==> src/rtl/a2d_sched.sv <==
// a2d_sched: sampling scheduler for the SPI A2D interface.
//
// Issues a one-cycle `nxt` start pulse every PERIOD clocks while `en` is high.
// Each conversion is two SPI transactions; completion is the second rising
// edge of `SS_n` after `nxt`. A stalled conversion (no `SS_n` rise within
// TIMEOUT clocks) parks the block in a terminal fault state until reset.
//
// Ports:
//   clk       system clock
//   rst_n     asynchronous active-low reset
//   en        level, enables periodic sampling
//   SS_n      slave select from the SPI master (same clock domain)
//   nxt       one-cycle start pulse to the A2D interface
//   chan_idx  channel the next conversion will read (mirrors the interface counter)
//   smpl_vld  one-cycle pulse, conversion for smpl_ch complete
//   smpl_ch   channel just completed, valid with smpl_vld
//   all_vld   every channel converted at least once since reset
//   timeout   sticky stall fault flag
//   busy      conversion in flight (ISSUE, WAIT1, WAIT2)

module a2d_sched #(
  parameter int unsigned PERIOD  = 1024,
  parameter int unsigned TIMEOUT = 4096
) (
  input  logic       clk,
  input  logic       rst_n,
  input  logic       en,
  input  logic       SS_n,
  output logic       nxt,
  output logic [1:0] chan_idx,
  output logic       smpl_vld,
  output logic [1:0] smpl_ch,
  output logic       all_vld,
  output logic       timeout,
  output logic       busy
);

  localparam logic [15:0] PerLast = 16'(PERIOD - 1);
  localparam logic [15:0] ToLast  = 16'(TIMEOUT - 1);

  typedef enum logic [2:0] {
    StIdle,
    StIssue,
    StWait1,
    StWait2,
    StHold,
    StFault
  } state_e;

  state_e      state_q, state_d;
  logic        ss_q;
  logic        ss_rise;
  logic [15:0] per_cnt_q, per_cnt_d;
  logic [15:0] to_cnt_q, to_cnt_d;
  logic [1:0]  chan_q, chan_d;
  logic [1:0]  smpl_ch_q, smpl_ch_d;
  logic [3:0]  seen_q, seen_d;
  logic        smpl_vld_q, smpl_vld_d;
  logic        all_vld_q, all_vld_d;
  logic        timeout_q, timeout_d;
  logic        conv_done;

  assign ss_rise = SS_n & ~ss_q;

  // Next-state logic. Counters are "cleared" by loading 1: the cycle in which
  // the clear happens is itself count 0, so PERIOD/TIMEOUT are measured exactly
  // from the ISSUE cycle (or from the ss_rise cycle for the timeout counter).
  always_comb begin
    state_d   = state_q;
    per_cnt_d = (per_cnt_q == PerLast) ? per_cnt_q : per_cnt_q + 16'd1;
    to_cnt_d  = to_cnt_q;
    timeout_d = timeout_q;
    conv_done = 1'b0;

    case (state_q)
      StIdle: begin
        if (en) state_d = StIssue;
      end
      StIssue: begin
        per_cnt_d = 16'd1;
        to_cnt_d  = 16'd1;
        state_d   = StWait1;
      end
      StWait1: begin
        // A rise in the expiry cycle wins over the timeout.
        if (ss_rise) begin
          state_d  = StWait2;
          to_cnt_d = 16'd1;
        end else if (to_cnt_q == ToLast) begin
          state_d   = StFault;
          timeout_d = 1'b1;
        end else begin
          to_cnt_d = to_cnt_q + 16'd1;
        end
      end
      StWait2: begin
        if (ss_rise) begin
          state_d   = StHold;
          conv_done = 1'b1;
        end else if (to_cnt_q == ToLast) begin
          state_d   = StFault;
          timeout_d = 1'b1;
        end else begin
          to_cnt_d = to_cnt_q + 16'd1;
        end
      end
      StHold: begin
        // Counter saturates, so a late completion gets a single HOLD cycle.
        if (!en) begin
          state_d = StIdle;
        end else if (per_cnt_q == PerLast) begin
          state_d = StIssue;
        end
      end
      StFault: begin
        state_d = StFault;
      end
      default: begin
        state_d = StIdle;
      end
    endcase
  end

  // Completion bookkeeping, effective the cycle after the final ss_rise.
  always_comb begin
    smpl_vld_d = conv_done;
    smpl_ch_d  = conv_done ? chan_q : smpl_ch_q;
    chan_d     = conv_done ? chan_q + 2'd1 : chan_q;
    seen_d     = conv_done ? (seen_q | (4'b0001 << chan_q)) : seen_q;
    all_vld_d  = &seen_q;
  end

  always_ff @(posedge clk or negedge rst_n) begin
    if (!rst_n) begin
      state_q    <= StIdle;
      ss_q       <= 1'b1;
      per_cnt_q  <= 16'd0;
      to_cnt_q   <= 16'd0;
      chan_q     <= 2'd0;
      smpl_ch_q  <= 2'd0;
      seen_q     <= 4'd0;
      smpl_vld_q <= 1'b0;
      all_vld_q  <= 1'b0;
      timeout_q  <= 1'b0;
    end else begin
      state_q    <= state_d;
      ss_q       <= SS_n;
      per_cnt_q  <= per_cnt_d;
      to_cnt_q   <= to_cnt_d;
      chan_q     <= chan_d;
      smpl_ch_q  <= smpl_ch_d;
      seen_q     <= seen_d;
      smpl_vld_q <= smpl_vld_d;
      all_vld_q  <= all_vld_d;
      timeout_q  <= timeout_d;
    end
  end

  assign nxt      = (state_q == StIssue);
  assign busy     = (state_q == StIssue) || (state_q == StWait1) || (state_q == StWait2);
  assign chan_idx = chan_q;
  assign smpl_vld = smpl_vld_q;
  assign smpl_ch  = smpl_ch_q;
  assign all_vld  = all_vld_q;
  assign timeout  = timeout_q;

endmodule

==> config.mk <==
export PLATFORM = sky130hd
export DESIGN_NAME = a2d_sched
export DESIGN_NICKNAME = d
export VERILOG_FILES = /design/src/rtl/a2d_sched.sv
export SDC_FILE = /design/constraint.sdc
export NUM_CORES = 1
export LEC_CHECK = 0
export ABC_AREA = 1
export CAP_MARGIN = 40
export CORE_MARGIN = 4
export CORE_UTILIZATION = 55
export DETAILED_ROUTE_END_ITERATION = 8
export HOLD_SLACK_MARGIN = 0.15
export PLACE_DENSITY = 0.74
export SETUP_SLACK_MARGIN = 0.02
export SYNTH_ARGS = -nofsm -noshare
export SYNTH_HDL_FRONTEND = slang
export SYNTH_SLANG_ARGS = --single-unit
==> constraint.sdc <==
create_clock -name clk -period 5.07 [get_ports clk]
set_clock_uncertainty 0.2 [all_clocks]
set_input_delay 1.014 -clock clk [delete_from_list [all_inputs] [get_ports clk]]
set_output_delay 1.014 -clock clk [all_outputs]
set_load 0.05 [all_outputs]
==> Word level (Yosys, flattened, before mapping) <==
Cells that the tools add are included.
{ "totals": {"ff_bits": 47, "input_bits": 4, "output_inout_bits": 9, "wordCells": 53} }
{ "op_classes": {"add_sub_neg": 3, "eq_ne": 11, "shift": 1, "muxes": 15, "bitwise_logic": 4, "n_reduce_logical": 9} }
{ "ops": {"columns": ["operator", "n"], "rows": [
  ["16-bit 2-to-1 mux", 5],
  ["16-bit one-hot mux with 3 select lines", 1],
  ["16-bit by 1-bit adder with 16-bit output (second input constant)", 2],
  ["3-bit 2-to-1 mux", 6],
  ["3-bit one-hot mux with 6 select lines", 1],
  ["16-bit by 10-bit == test with 1-bit output (second input constant)", 1],
  ["16-bit by 12-bit == test with 1-bit output (second input constant)", 1],
  ["3-bit by 2-bit == test with 1-bit output (second input constant)", 2],
  ["3-bit == test (second input constant)", 2],
  ["2-bit != test (second input constant)", 3],
  ["4-bit bitwise OR", 1],
  ["2-bit AND reduction", 2],
  ["4-bit AND reduction", 1],
  ["1-bit by 2-bit << shifter with 4-bit output (first input constant)", 1],
  ["3-bit by 1-bit == test with 1-bit output (second input constant)", 1],
  ["3-bit logical NOT", 1],
  ["3-bit != test (second input constant)", 1],
  ["3-bit AND reduction", 1],
  ["3-bit nonzero test", 1],
  ["2-bit by 1-bit adder with 2-bit output (second input constant)", 1],
  ["1-bit logical OR", 2],
  ["1-bit 2-to-1 mux", 2],
  ["1-bit NOT", 2],
  ["2-bit OR reduction", 1],
  ["1-bit bitwise AND", 1]
]} }

==> Longest topological paths before layout <==
Gate-level depths: netlist of the first run.
{ "logic_depth": {"word_depth": 4, "mapped_depth": 10, "ltp_nobuf": 9} }

==> Least setup slack after synthesis of the first run <==
Ideal clock, no wire load.
{ "synth_path": {"path_kind": "flip-flop to output port", "start": "reg state_q[2]", "end": "out nxt", "arrival_ns": 1.202, "required_time_ns": 3.856, "path_slack_ns": 2.654, "stages_incl_launch_ff": 2, "n_path_buf": 0, "cell_sequence": "dfrtp_1 > nor3_2"} }
{ "synth_between": {"elab_chain_len": 1} }
{ "synth_lines": {"columns": ["element", "line_no", "rtl"], "rows": [
  ["from (decl)", "50", "state_e state_q, state_d;"],
  ["from (signal assigned)", "135", "state_q <= StIdle;"],
  ["from (signal assigned)", "146", "state_q <= state_d;"],
  ["3-bit by 1-bit == test with 1-bit output", "159", "assign nxt = (state_q == StIssue);"],
  ["to (decl)", "29", "output logic nxt,"]
]} }
Every way passes these cells.

==> Worst setup path after layout of the first run <==
{ "layout_path": {"start": "reg state_q[1]", "end": "out nxt"} }
Same word-level chain as after synthesis.

==> results of run 1 <==
## layout by cell type (no fill, tap or decap), types with 3 or more instances in the layout
master and n:
a21oi_1 11, clkbuf_8 5, clkdlybuf4s50_1 11, dfrtp_1 46, ha_1 6, inv_1 40, inv_2 5, nand2_1 78
nand3_1 21, nand4_1 7, nor2_1 48, nor2_2 3, nor3_1 8, o21ai_0 19, o21bai_1 4, xor2_1 5
## area by class of cell
type                       instances  area share [%]
sequential                        47            41.4
multi-input combinational        231            40.8
inverter                          46            6.07
timing repair buffer              13            4.75
clock buffer                       6            2.55
tap                               52            2.29
clock inverter                     2            2.11
## worst max-delay path, cell delays in order, from the launching register on
cell and delay, ps:
dfrtp_1 450, nor3_2 300, clkdlybuf4s50_1 860
## per-stage QoR
stage | area, um2 | cells
6_report | 2840 | 397
5_1_grt | 2840 | 397
4_1_cts | 2840 | 397
3_5_place_dp | 2710 | 389
3_3_place_gp | 2690 | 388
2_1_floorplan | 2540 | 328
## registers in the layout (all words and copies together) (netlist names)
register and cells:
per_cnt_q 16, to_cnt_q 16, seen_q 4, state_q 3, chan_idx 2, smpl_ch 2, all_vld 1, smpl_vld 1
ss_q 1, timeout 1
## worst max-delay path by stage
stage,end,cells past startpoint,startpoint
floorplan,nxt,1,state_q[2]$_DFFE_PN0P_
global placement,to_cnt_q[12]$_DFFE_PN0P_,10,SS_n
detailed placement,to_cnt_q[12]$_DFFE_PN0P_,10,SS_n
CTS,nxt,2,state_q[2]$_DFFE_PN0P_
global route,busy,5,state_q[1]$_DFFE_PN0P_
finish,nxt,2,state_q[1]$_DFFE_PN0P_
## report_power, final
part | internal (uW) | switching [uW]
Combinational | 171 | 361
Clock | 197 | 124
Sequential | 438 | 60.9
Total | 806 | 546
## cells by family (layout without fill, tap and decap cells)
kind of cell             Yosys count  after routing  share of synthesized area (%)
AND/OR/NAND/NOR                  174            174                           29.6
buffers and inverters             50             67                           8.07
flip-flops                        47             47                           46.3
AO/OA/AOI/OAI                     45             45                           11.1
adder cells (fa/ha/maj)            6              6                           2.95
XOR/XNOR                           6              6                           2.07
## metal layers
metal	vias up	global-route usage (%)	wire (um)
met2	40	28.4	2170
met3	6	4.73	167
met4	0	5.69	31
met5	-	0	0
li1	1087	-	-
met1	922	26.3	2470
==> metrics.log, run 1 <==
[metrics] total gr overflow: 0
[metrics] arrival time worst endpoint: 1910 ps
[metrics] min cycle time layout: around 3100 ps
[metrics] minimum setup slack after placement: about 2200 ps
[metrics] type of the worst min-delay path: reg -> reg
[metrics] Critical Path Sink Type: output pin
[metrics] fin worst setup slack: a little under 2000 ps
[metrics] synthesized net count: between 300 and 400
[metrics] Die H: between 70 and 80 um
[metrics] setup repair after global routing missed its margin: false
[metrics] fraction of registers with async set/reset: 100%
[metrics] startpoint type of the worst setup path: flip-flop
[metrics] number of antenna violations at the first check in global routing: 0
[metrics] Final Total Pwr: about 1400 uW
[metrics] maximum buffer depth of the clock tree: 2
[metrics] Clock transition at path regs: ~90 ps
[metrics] FF-to-FF Start: to_cnt_q[0]$_DFFE_PN0P_
[metrics] routed vias/inst: about 5.2
[metrics] reg2reg path depth: 8
[metrics] vias in the first global route: about 2100
[metrics] number of I/O pins: 13
[metrics] Ys Warns: 0
[metrics] Routed Wire Length: slightly below 5 mm
[metrics] worst hold margin: roughly 260 ps
[metrics] final RePlAce weighted congestion: ~0.87
[metrics] start-to-end type of the worst setup path: reg -> out
[metrics] post-synthesis sequential area ratio: around 46%
[metrics] footprint of the multi-input gates: roughly 1200 um2
[metrics] most repeated cell in the gate-level netlist after synthesis: nand2_1
[metrics] number of standard cells after synthesis: around 330
[metrics] First-pass DRT Iterations: 4
[metrics] clock tree from TritonCTS: done
[metrics] share of the clock period used by the worst path: between 60% and 70%
[metrics] leakage power summed over all cells: 0.00134 uW
[metrics] largest cells by area after synthesis: dfrtp_1 45%, nand2_1 12%, nor2_1 7.1%, inv_1 5.9%, nand3_1 4.1%
[metrics] worst-skew pair later-pin latency: around 300 ps
[metrics] hold endpoint: seen_q[2]$_DFFE_PN0P_
[metrics] slack of the worst reg-to-reg path: 2930 ps
[metrics] antenna viol nets, final: 0
[metrics] dominant synthesized flop cell: dfrtp_1
[metrics] Max-slew headroom: between 60% and 70%
[metrics] share of the core filled with cells in the final layout: between 60 and 70%
[metrics] startpoint of the worst hold path: seen_q[2]$_DFFE_PN0P_
[metrics] average instance area after synthesis: 7.76 um2
[metrics] cell taking the most area after synthesis: dfrtp_1
[metrics] endpoint of the worst register-to-register path: to_cnt_q[1]$_DFFE_PN0P_
[metrics] first-iteration detailed-routing DRC count: 103
[metrics] max capacitance violation total: 0
[metrics] critical path peak fanout: 5
[metrics] Hold Path Depth: 2
[metrics] Port Buffers: 12
[metrics] Syn-to-layout area delta: 11.8%
[metrics] maximum clock rate: between 300 and 400 MHz
[metrics] number of hold buffers added after CTS: 0
[metrics] Yosys reg bits: 47
[metrics] Slew Viols, Final: 0
[metrics] remaining routing DRC violations: 0
[metrics] post-cts sizing count: 0
[metrics] most instantiated cells after synthesis: 78 x nand2_1, 48 x nor2_1, 46 x dfrtp_1
[metrics] count of cell types in the netlist: 34
[metrics] count of vias placed by the detailed router: 2055
[metrics] required time of the critical path: 3860 ps
[metrics] setup total negative slack: 0 ps
[metrics] layout cells sized above 1: 7.54%
[metrics] Mapped Area: 2540 um2
[metrics] hold violation count in the final report: 0
[metrics] CTS buffer count: 5
[metrics] Num Clock Sinks: 47
[metrics] placeable core area: approximately 4400 um2
[metrics] post-CTS setup buffers: 0
[metrics] effective utilization at floorplan: approximately 58%
[metrics] final setup violation count: 0
[metrics] share of Yosys cell area claimed by the top area cell type: 45.3%
[metrics] clock root buffer master: clkbuf_8
[metrics] Filler Cell Count: 379
[metrics] Die Span X: roughly 76 um
[metrics] Tot GR Track Use: 18.7%
[metrics] Power Dens Cells: between 400 and 500 nW/um2
[metrics] actual slew at the worst max-slew pin: around 540 ps
[metrics] register area: roughly 1200 um2
[metrics] outcome: finished clean
[metrics] peak supply drop: between 0.0003 and 0.0004 V
[metrics] Wirelength per Cell: ~12 um
[metrics] antenna diode instance count: 0
[metrics] CTS H-Tree Depth: 2
[metrics] area of the die: slightly below 6000 um2
[metrics] Post-layout nets: 354
[metrics] HPWL after detailed placement: about 3.5 mm
[metrics] global-route wire length before repair: a little over 9 mm
[metrics] number of flops mapped to enable cells by yosys: 0
[metrics] pin count of the biggest net entering global routing: 38
[metrics] Core Rows: 24
No activity file was read; power rests on OpenSTA's default activity.
==> run 2, diff against run 1 <==
==> constraint.sdc (replaced) <==
create_clock -name clk -period 3 [get_ports clk]
set_clock_uncertainty 0.2 [all_clocks]
set_input_delay 0.6 -clock clk [delete_from_list [all_inputs] [get_ports clk]]
set_output_delay 0.6 -clock clk [all_outputs]
set_load 0.05 [all_outputs]
==> metrics.log, run 2 (synthesis results as in run 1) <==
[metrics] outcome: finished clean
[metrics] antenna viol nets, final: 0 (unchanged)
[metrics] HPWL after detailed placement: 3.57 mm (+2.3%)
[metrics] post-route cell area: 2800 um2 (-1.5%)
[metrics] endpoint of the worst register-to-register path: to_cnt_q[3]$_DFFE_PN0P_
[metrics] Die Span X: 76.0 um (unchanged)
[metrics] FF-to-FF Start: to_cnt_q[12]$_DFFE_PN0P_
[metrics] leakage power summed over all cells: 0.00132 uW (-1.5%)
[metrics] critical path peak fanout: 5 (unchanged)
[metrics] peak supply drop: 0.000714 V (+100%)
[metrics] First-pass DRT Iterations: 4 (unchanged)
[metrics] clock root buffer master: clkbuf_8
[metrics] slack of the worst reg-to-reg path: 900 ps (-2030 ps)
[metrics] post-CTS setup buffers: 0 (unchanged)
[metrics] number of hold buffers added after CTS: 1 (+1)
[metrics] Hold Path Depth: 2 (unchanged)
[metrics] instance area at placement: 2710 um2 (-0.18%)
[metrics] Syn-to-layout area delta: 10.1%
[metrics] first-iteration detailed-routing DRC count: 214 (+110%)
[metrics] reg2reg path depth: 9 (+1)
[metrics] post-cts sizing count: 0 (unchanged)
[metrics] uppermost signal routing layer after detailed routing: met4
[metrics] Power Dens Cells: 754 nW/um2 (+59%)
[metrics] met1 routed wirelength after detailed routing: 2.37 mm (-3.8%)
[metrics] setup repair after global routing missed its margin: false
[metrics] sum of met3 wire segment lengths after detailed routing: 188 um (+13%)
[metrics] max capacitance violation total: 0 (unchanged)
[metrics] Core Rows: 24 (unchanged)
[metrics] Num Clock Sinks: 47 (unchanged)
[metrics] most common cell after layout, fill and taps aside: nand2_1
[metrics] Post-layout nets: 356 (+0.56%)
[metrics] vias in the first global route: 2001 (-4.3%)
[metrics] Routed Wire Length: 4.78 mm (-1.2%)
[metrics] antenna diode instance count: 0 (unchanged)
[metrics] Clock transition at path regs: 90 ps (about the same)
[metrics] placeable core area: 4410 um2 (unchanged)
[metrics] CTS buffer count: 5 (unchanged)
[metrics] area of the die: 5780 um2 (unchanged)
[metrics] clock tree from TritonCTS: done
[metrics] maximum buffer depth of the clock tree: 2 (unchanged)
[metrics] CTS H-Tree Depth: 2 (unchanged)
[metrics] Met2 Routed Length: 2.20 mm (+1.3%)
[metrics] global-route wire length before repair: 8.71 mm (-4.0%)
[metrics] final setup violation count: 0 (unchanged)
[metrics] type of the worst min-delay path: reg -> reg
[metrics] startpoint type of the worst setup path: flip-flop
[metrics] Die H: 76.0 um (unchanged)
[metrics] layout cells sized above 1: 7.78% (+0.24 points)
[metrics] arrival time worst endpoint: 1900 ps (about the same)
[metrics] number of I/O pins: 13 (unchanged)
[metrics] setup total negative slack: 0 ps (unchanged)
[metrics] minimum setup slack after placement: 541 ps (-1670 ps)
[metrics] startpoint of the worst hold path: seen_q[1]$_DFFE_PN0P_
[metrics] remaining routing DRC violations: 0 (unchanged)
[metrics] required time of the critical path: 2200 ps (-1660 ps)
[metrics] start-to-end type of the worst setup path: reg -> out
[metrics] final RePlAce weighted congestion: 0.860 (-0.55%)
[metrics] Wirelength per Cell: 12.0 um (-1.7%)
[metrics] pin count of the biggest net entering global routing: 19 (-50%)
[metrics] Port Buffers: 12 (unchanged)
[metrics] Slew Viols, Final: 0 (unchanged)
[metrics] share of the core filled with cells in the final layout: 63.5% (-0.96 points)
[metrics] Filler Cell Count: 385 (+1.6%)
[metrics] worst-skew pair later-pin latency: 290 ps (about the same)
[metrics] worst hold margin: 253 ps (-6.90 ps)
[metrics] routed vias/inst: 5.24 (+1.1%)
[metrics] total gr overflow: 0 (unchanged)
[metrics] count of vias placed by the detailed router: 2089 (+1.7%)
[metrics] top flop regs: per_cnt_q x16, to_cnt_q x16, seen_q x4
[metrics] effective utilization at floorplan: 57.6% (unchanged)
[metrics] fin worst setup slack: 304 ps (-1640 ps)
[metrics] hold violation count in the final report: 0 (unchanged)
[metrics] Critical Path Sink Type: output pin
[metrics] Tot GR Track Use: 17.8% (-0.91 points)
[metrics] most used cells in the layout excluding fill and tap cells: 78 x nand2_1, 48 x nor2_1, 46 x dfrtp_1
[metrics] Max-slew headroom: 66.1% (+2.3 points)
[metrics] share of the clock period used by the worst path: approximately 90%
[metrics] number of antenna violations at the first check in global routing: 0 (unchanged)
[metrics] actual slew at the worst max-slew pin: 506 ps (-34.8 ps)
[metrics] maximum clock rate: approximately 370 MHz
[metrics] min cycle time layout: between 2000 and 3000 ps
[metrics] hold endpoint: seen_q[1]$_DFFE_PN0P_
[run 2: critical path: stages, from the launching register on]
cell,delay [ps]
dfrtp_1,440
nor3_2,310
clkdlybuf4s50_1,860
[run 2: how the worst max path moves through the flow]
stage / from / to / slack (ps) / depth (start not counted)
6_report: state_q[2]$_DFFE_PN0P_ / nxt / 300 / 2
5_1_grt: state_q[1]$_DFFE_PN0P_ / busy / 180 / 5
4_1_cts: state_q[2]$_DFFE_PN0P_ / nxt / 290 / 2
3_5_place_dp: SS_n / to_cnt_q[1]$_DFFE_PN0P_ / 540 / 10
3_3_place_gp: state_q[2]$_DFFE_PN0P_ / nxt / 610 / 2
2_1_floorplan: state_q[2]$_DFFE_PN0P_ / to_cnt_q[12]$_DFFE_PN0P_ / 860 / 6
[run 2: cell type report]
class	count	area [um2]	share of cell area (%)
sequential	47	1180	42.0
tap	52	65.1	2.32
multi-input combinational	231	1160	41.4
clock inverter	2	12.5	0.447
timing repair buffer	15	140	5.00
clock buffer	6	72.6	2.59
inverter	46	173	6.16
[run 2: report_power, final]
group / internal (uW) / switching (uW) / leakage (uW)
sequential: 740 / 103 / 0.000603
clock: 163 / 204 / 0.0000412
combinational: 289 / 613 / 0.000673
total: 1190 / 919 / 0.00132
[run 2: through the flow]
step / total power [uW] / instances
2_1_floorplan: 1540 / 328
3_3_place_gp: 1750 / 390
3_5_place_dp: 1760 / 390
4_1_cts: 2130 / 399
5_1_grt: 2300 / 399
6_report: 2110 / 399
[run 2: routing by layer]
layer	track usage, %	vias to the layer above
met2	27.7	37
li1	-	1092
met5	0	-
met1	25.8	958
met3	3.78	2
met4	3.20	0
==> run 3, diff against run 2 <==
--- a/config.mk
+++ b/config.mk
@@ -8,10 +8,9 @@
 export ABC_AREA = 1
 export CAP_MARGIN = 40
 export CORE_MARGIN = 4
-export CORE_UTILIZATION = 55
+export CORE_UTILIZATION = 30
 export DETAILED_ROUTE_END_ITERATION = 8
 export HOLD_SLACK_MARGIN = 0.15
-export PLACE_DENSITY = 0.74
 export SETUP_SLACK_MARGIN = 0.02
 export SYNTH_ARGS = -nofsm -noshare
 export SYNTH_HDL_FRONTEND = slang
==> metrics.log, run 3 (synthesis results as in run 1) <==
[metrics] worst-skew pair later-pin latency: 300 ps (about the same)
[metrics] Filler Cell Count: 852 (+120%)
[metrics] Power Dens Cells: 746 nW/um2 (-1.0%)
[metrics] Tot GR Track Use: 11.4% (-6.4 points)
[metrics] Slew Viols, Final: 0 (unchanged)
[metrics] setup repair after global routing missed its margin: false
[metrics] max capacitance violation total: 0 (unchanged)
[metrics] CTS H-Tree Depth: 2 (unchanged)
[metrics] hold violation count in the final report: 0 (unchanged)
[metrics] post-cts sizing count: 0 (unchanged)
[metrics] Critical Path Sink Type: output pin
[metrics] slack of the worst reg-to-reg path: 870 ps (-30 ps)
[metrics] effective utilization at floorplan: 31.0% (-27 points)
[metrics] number of I/O pins: 13 (unchanged)
[metrics] ordered list of cells on the worst path: nor3_2, clkdlybuf4s50_1
[metrics] arrival time worst endpoint: 1870 ps (-30 ps)
[metrics] layout cells sized above 1: 8.07% (+0.29 points)
[metrics] top flop regs: per_cnt_q x16, to_cnt_q x16, seen_q x4
[metrics] First-pass DRT Iterations: 4 (unchanged)
[metrics] post-route cell area: 2870 um2 (+2.5%)
[metrics] antenna diode instance count: 0 (unchanged)
[metrics] outcome: finished clean
[metrics] CTS buffer count: 5 (unchanged)
[metrics] instance area at placement: 2780 um2 (+2.7%)
[metrics] Max-slew headroom: 63.9% (-2.2 points)
[metrics] reg2reg path depth: 9 (unchanged)
[metrics] startpoint type of the worst setup path: flip-flop
[metrics] CP max-delay cell: clkdlybuf4s50_1
[metrics] Num Clock Sinks: 47 (unchanged)
[metrics] leakage power summed over all cells: 0.00132 uW (+0.60%)
[metrics] type of the worst min-delay path: reg -> reg
[metrics] most common cell after layout, fill and taps aside: nand2_1
[metrics] min cycle time layout: 2670 ps (-26.3 ps)
[metrics] peak supply drop: 0.000600 V (-16%)
[metrics] placeable core area: 8220 um2 (+86%)
[metrics] hold endpoint: seen_q[3]$_DFFE_PN0P_
[metrics] Final Total Pwr: 2140 uW (+1.5%)
[metrics] start-to-end type of the worst setup path: reg -> out
[metrics] most used cells in the layout excluding fill and tap cells: 78 x nand2_1, 48 x nor2_1, 46 x dfrtp_1
[metrics] clock root buffer master: clkbuf_8
[metrics] number of antenna violations at the first check in global routing: 0 (unchanged)
[metrics] Wirelength per Cell: 11.6 um (-2.9%)
[metrics] Hold Path Depth: 2 (unchanged)
[metrics] clock tree from TritonCTS: done
[metrics] Clock transition at path regs: 80 ps (about the same)
[metrics] global-route wire length before repair: 9.37 mm (+7.6%)
[metrics] endpoint of the worst register-to-register path: to_cnt_q[3]$_DFFE_PN0P_
[metrics] number of standard cells in the final layout excluding fillers: 452 (+13%)
[metrics] total gr overflow: 0 (unchanged)
[metrics] area of the die: 10000 um2 (+73%)
[metrics] count of vias placed by the detailed router: 2121 (+1.5%)
[metrics] first-iteration detailed-routing DRC count: 151 (-29%)
[metrics] Die Span X: 100 um (+32%)
[metrics] final setup violation count: 0 (unchanged)
[metrics] maximum buffer depth of the clock tree: 2 (unchanged)
[metrics] combined buffer and inverter count along the critical path: 1 (unchanged)
[metrics] routed vias/inst: 4.69 (-10%)
[metrics] final RePlAce weighted congestion: 0.834 (-3.0%)
[metrics] vias in the first global route: 2084 (+4.1%)
[metrics] share of the clock period used by the worst path: 89.0% (-0.88 points)
[metrics] Post-layout nets: 357 (+0.28%)
[metrics] FF-to-FF Start: to_cnt_q[1]$_DFFE_PN0P_
[metrics] required time of the critical path: 2200 ps (about the same)
[metrics] Syn-to-layout area delta: 12.9%
[metrics] Die H: 100 um (+32%)
[metrics] Cells after DPL: 444 (+14%)
[metrics] startpoint of the worst hold path: seen_q[3]$_DFFE_PN0P_
[metrics] critical path peak fanout: 5 (unchanged)
[metrics] Crit path max-delay family: buffers and inverters
[metrics] antenna viol nets, final: 0 (unchanged)
[metrics] worst hold margin: 258 ps (+4.54 ps)
[metrics] Port Buffers: 12 (unchanged)
[metrics] delay of the slowest cell on the worst path: 860 ps (about the same)
[metrics] actual slew at the worst max-slew pin: 540 ps (+33.2 ps)
[metrics] pin count of the biggest net entering global routing: 22 (+3)
[metrics] HPWL after detailed placement: 3.98 mm (+11%)
[metrics] setup total negative slack: 0 ps (unchanged)
[metrics] maximum clock rate: 375 MHz (+0.99%)
[metrics] Routed Wire Length: 5.26 mm (+10%)
[metrics] remaining routing DRC violations: 0 (unchanged)
[metrics] Core Rows: 33 (+38%)
run 3: cell types whose count changed in the layout (fill, tap and decap cells not counted), sizes merged:
cell,delta
clkinvlp,-1
clkinv,+1
clkbuf,-1
buf,+1
run 3: per-stage QoR:
| step | util, % | setup slack, ps |
|---|---|---|
| finish | 35.0 | 330 |
| global route | 35.0 | 248 |
| CTS | 35.0 | 298 |
| detailed placement | 33.8 | 523 |
| global placement | 33.8 | 601 |
| floorplan | - | 864 |
run 3: layer usage:
metal,global-route usage [%],wire [um],vias to the layer above
met4,4.87,89,0
met2,18.8,2430,27
met5,0,0,-
met1,15.0,2620,987
li1,-,-,1100
met3,1.81,123,7
run 3: worst min-delay path: cells and delay by family (launching register included):
family	cells	cell delay, ps
buf+inv	1	50
flops	1	330
simple gates	1	50
run 3: worst max-delay path by stage:
stage / start / end / slack (ps) / depth (start not counted)
after floorplan: state_q[2]$_DFFE_PN0P_ / to_cnt_q[12]$_DFFE_PN0P_ / 860 / 6
after global placement: SS_n / to_cnt_q[12]$_DFFE_PN0P_ / 600 / 10
after detailed placement: SS_n / to_cnt_q[1]$_DFFE_PN0P_ / 520 / 10
after CTS: state_q[2]$_DFFE_PN0P_ / nxt / 300 / 2
after global routing: state_q[1]$_DFFE_PN0P_ / busy / 250 / 5
final: state_q[2]$_DFFE_PN0P_ / nxt / 330 / 2
run 3: what timing repair did:
| item | in CTS | in global routing |
|---|---|---|
| hold buffers | 1 | 0 |
| setup endpoints to repair | 0 | 0 |
| hold endpoints to repair | 18 | 0 |
| setup buffers | 0 | 0 |
run 3: cell type report:
cell class	instances	area [um2]	area share [%]
repair buffers	16	148	5.14
clock buffers	5	68.8	2.40
inverters	46	173	6.01
clock inverters	2	13.8	0.479
multi-input cells	231	1160	40.4
flip-flops and latches	47	1180	41.0
well taps	105	131	4.57
run 3: report_power, final:
part / internal [uW] / leakage, uW / switching [uW]
clock network: 160 / 0.0000440 / 209
registers: 740 / 0.000603 / 108
logic: 298 / 0.000678 / 627
